--- config.mk ---
export PLATFORM = sky130hd
export DESIGN_NAME = sat_counter
export DESIGN_NICKNAME = d
export VERILOG_FILES = /design/src/rtl/sat_counter.sv
export SDC_FILE = /design/constraint.sdc
export NUM_CORES = 1
export LEC_CHECK = 0
export ABC_AREA = 1
export CORE_AREA = 8 8 45 47
export CTS_BUF_LIST = sky130_fd_sc_hd__clkbuf_4
export DETAILED_ROUTE_END_ITERATION = 6
export DIE_AREA = 0 0 53 55
export PLACE_DENSITY_LB_ADDON = 0.2
export SYNTH_ARGS = -nofsm -noshare
export SYNTH_HDL_FRONTEND = slang
export SYNTH_SLANG_ARGS = --single-unit
--- constraint.sdc ---
create_clock -name clk -period 2 [get_ports clk]
set_input_delay 0.5 -clock clk [delete_from_list [all_inputs] [get_ports clk]]
set_output_delay 0.5 -clock clk [all_outputs]
set_load 0.05 [all_outputs]
--- src/rtl/sat_counter.sv ---
// Saturating event counter: clear has priority, holds at all-ones.
module sat_counter #(
  parameter int unsigned STAT_W = 8
) (
  input  logic              clk,
  input  logic              rst,
  input  logic              inc,
  input  logic              clr,
  output logic [STAT_W-1:0] q
);

  logic [STAT_W-1:0] r_q;

  // Count register: clear beats increment, increment stops at all-ones.
  always_ff @(posedge clk or posedge rst) begin
    if (rst) begin
      r_q <= '0;
    end else if (clr) begin
      r_q <= '0;
    end else if (inc && (r_q != {STAT_W{1'b1}})) begin
      r_q <= r_q + STAT_W'(1);
    end
  end

  assign q = r_q;

endmodule

## After elaboration in Yosys (flattened, before gate mapping)

Cells that the tools add are included.

| storage, ports and cells | value |
|---|---|
| output and inout port bits | 8 |
| bits in registers | 8 |
| bits of input ports | 4 |

| cells by class | value |
|---|---|
| $add $sub $neg | 1 |
| equal/unequal tests | 1 |
| multiplexer cells | 2 |
| reduce and logical (&&, ||, !) cells | 2 |

Operators by type and width:

| operator | number |
|---|---|
| $mux 8 | 2 |
| $add 8x1->8 const B | 1 |
| $ne 8x8->1 const B | 1 |
| $reduce_bool 2->1 | 1 |
| $logic_and 1x1->1 | 1 |

## Longest topological paths before layout

| depth | value |
|---|---|
| depth after elaboration | 4 |
| gate-level depth with buffers | 9 |
| mapped depth without buffers | 9 |

## Worst setup path after synthesis

OpenSTA, ideal clock, no wires.

| timing path | value |
|---|---|
| kind | flip-flop to flip-flop |
| start point | register r_q[1], in the netlist q[1] |
| end point | register r_q[4], in the netlist q[4] |
| setup time | 0.120 ns |
| required time | 1.880 ns |
| arrival | 1.455 ns |
| stages on the path, launching flop included | 9 |
| clock period less this slack | 1.574 ns |
| slack | 0.426 ns |
| cell sequence | dfrtp_1 ha_1 nand2_2 nor2_4 nand2_2 nand2_4 nor2_1 nand2_1 nand2_1 |

| on the way | value |
|---|---|
| cells in the longest elaborated chain, start to end | 3 |

Ends and longest elaborated chain:

| item | RTL line | RTL |
|---|---|---|
| start: declaration | 12 | `logic [STAT_W-1:0] r_q;` |
| start signal: assignment | 21 | `r_q <= r_q + STAT_W'(1);` |
| $add 8x1->8 or $ne 8x8->1 (tied branches) | 21, 20 |  |
| $mux 8 or $logic_and 1x1->1 (tied branches) | 20 | `end else if (inc && (r_q != {STAT_W{1'b1}})) begin` |
| $mux 8 or $reduce_bool 2->1 (tied branches) | -- |  |

Several ways; a longest one is shown, not always the timed one. The select of a mux whose other input is x is not followed.
A chain may end at the register's enable or synchronous reset.

## Worst setup path in the final report

| timing path | value |
|---|---|
| start point | register r_q[0], in the netlist q[0] |
| end point | register r_q[3], in the netlist q[3] |

Same word-level chain as after synthesis.

==> reports/metrics.yaml <==
seq_power_share_pct: 48.0
endpoint_kind: "flip-flop"
area_growth_pct: 26.2
final_util_pct: 46.2
min_period_ns: 1.47
post-route-drc-count: 0
final.setup.tns_ns: 0
intPower_mw: 0.256
cts_buffer_depth: 2
gp_congestion: 0.773
power_switching_mw: 0.104
fp.dieH_microns: 55
rsz0062_at_grt: "no"
power.leakage_nw: 0.358
critPathKind: "reg -> reg"
slowest_delay_ns: 0.41
stdcell_count: 99
grt_overflow: 0
largest_reg_flops: 8
crit_cells: 8
routed_wl_mm: 1.06
antenna_left: 0
first_global_vias: 432
cts_buffers: 3
dieArea_sq_um: 2920
synth_xor_area_share_pct: 6.91
critPathBufInv: 0
ff2ff_setup_slack_ns: 0.53
clk_pin_slew_worst_paths_ns: 0.05
post_drt_wl_per_cell_microns: 10.7
diodes: 0
post_cts_resized: 0
drv_slew: 0
synth_top_area_cell: "dfrtp_1"
finClkSkew_ns: 0.00135
p_comb_share_pct: 16.5
timing.final.ws_setup_ns: 0.535
grt_max_degree: 9
io_pins: 12
drive_gt1_share_pct: 21.7
cts_root_buf: "clkbuf_4"
row_count: 14
synth_top_family_by_area: "simple AND/OR/NAND/NOR gates"
seq_area_sq_um: 200
multi_input_area_sq_um: 260
core_area_sq_um: 1380
nets: 90
netlist_area_sq_um: 507
crit_path_max_fanout: 5
start_util_pct: 36.6
max_cap_viol_count: 0
synth-simple-area-share_pct: 39.0
powerDensity_nw_per_um2: 563
clock_latency_ns: 0.26
antenna_found_initial: 0
r2r-end: "q[3]"
place_ws_ns: 0.369
nFillCells: 142
drtPass1Iterations: 3
vias: 436
ys_types: 16
rr_startpoint: "q[0]"
vdd_ir_drop_max_uv: 233
finalCritPeriodShare_pct: 73.3
vias_per_cell: 4.40
fmax_mhz: 682
cp_data_required_time_ns: 2.20
outcome: "complete, no violations"
synth_compound_area_share_pct: 2.96
hold_violations: 0
power_mw: 0.360
syn_nets: 74
switching_share_pct: 28.9
muxShareOfSynthArea_pct: 0
setup_viol: 0
postCtsSetupRepairBufs: 0
cts_tree: "built"
clkPwrFrac_pct: 35.5
grt_pass1_wl_mm: 1.86
critPathTopFamily: "simple AND/OR/NAND/NOR gates"
synthAdderAreaFrac_pct: 2.47
dp_cells: 96
dp_hpwl_microns: 854
first_iter_violations: 3
cts.htree.levels: 1
startpoint_type: "flip-flop"
tightest_slew_ns: 0.362
crit_chain: "ha_1, nand2_2, nor2_4, nand2_2, nand2_4, nor2_1, nand2_1, nand2_1"
synth.top_cell.area_share_pct: 39.5
synth_warnings: 0
ys_seq_area_share_pct: 39.5
io_buffers: 11
rr_worst_depth: 8
cts.sink_count: 8
postCtsHoldBufs: 0
slowest_stage: "dfrtp_1"
crit_arrival_ns: 1.67
hold_path.class: "in -> async"
synth-seq-cells: 8
relSlewSlack_pct: 75.8
avgSynthCellArea_sq_um: 7.34
track_usage_pct: 8.79
synthCells: 69
synthTopCellsByArea: "dfrtp_1, nand2_1, inv_1"
die_x_microns: 53
## metrics by stage
step / area (sq um) / hold slack (ns)
global placement: 617 / 0.516
finish: 639 / 0.484
floorplan: 507 / 0.316
detailed placement: 617 / 0.542
CTS: 639 / 0.500
global route: 639 / 0.529
## worst register-to-register path, stage by stage (launching register included)
cell     delay (ns)
dfrtp_1        0.41
ha_1           0.25
nand2_2        0.10
nor2_4         0.05
nand2_2        0.08
nand2_4        0.06
nor2_1         0.29
nand2_1        0.09
nand2_1        0.08
## power groups by stage
| stage | combinational (mW) | clock (mW) | sequential, mW |
|---|---|---|---|
| final | 0.0595 | 0.128 | 0.173 |
| after global routing | 0.0659 | 0.141 | 0.174 |
| after CTS | 0.0606 | 0.131 | 0.173 |
| after detailed placement | 0.0605 | 0 | 0.176 |
| after global placement | 0.0606 | 0 | 0.176 |
| after floorplan | 0.0219 | 0 | 0.193 |
## metal layers
layer  up-vias  GRT usage, %  wire length [microns]
li1        235             -                      -
met1       188          10.6                    498
met2         8          12.1                    463
met3         5          3.74                     64
met4         0          6.47                     34
met5         -             0                      0
## worst max-delay path by stage
| stage | from | to | slack (ns) |
|---|---|---|---|
| CTS | q[0] | q[4] | 0.52 |
| global placement | inc | q[3] | 0.39 |
| finish | q[0] | q[3] | 0.53 |
| detailed placement | inc | q[4] | 0.37 |
| global route | q[0] | q[4] | 0.41 |
| floorplan | q[1] | q[4] | 0.43 |
## logic make-up (layout without fill, tap and decap cells)
group,after synthesis,in the layout
simple gates,42,42
buf+inv,11,25
flops,8,8
xor+xnor,4,4
compound gates,3,3
fa+ha+maj,1,1
## cells in the mapped netlist
library cell and n:
a21oi_1 2, clkinv_4 1, dfrtp_1 8, ha_1 1, inv_1 10, nand2_1 25, nand2_2 2, nand2_4 2
nand3_1 5, nor2_1 5, nor2_2 1, nor2_4 1, nor3b_1 1, o21ai_1 1, xnor2_1 1, xor2_1 3
## cell type report
type,instances,share of cell area [%]
multi-input combinational,50,40.7
sequential,8,31.3
timing repair buffer,11,14.1
inverter,11,7.24
clock buffer,3,3.52
tap,16,3.13
## placed cells by master (no fill, tap or decap), types with 2 or more instances in the layout
cell type        instances
nand2_2                  2
nand3_1                  5
xor2_1                   3
buf_4                    8
nand2_1                 25
a21oi_1                  2
clkbuf_4                 3
inv_1                   10
dfrtp_1                  8
nand2_4                  2
clkdlybuf4s50_1          3
nor2_1                   5
Power figures use the tool's default switching activity.
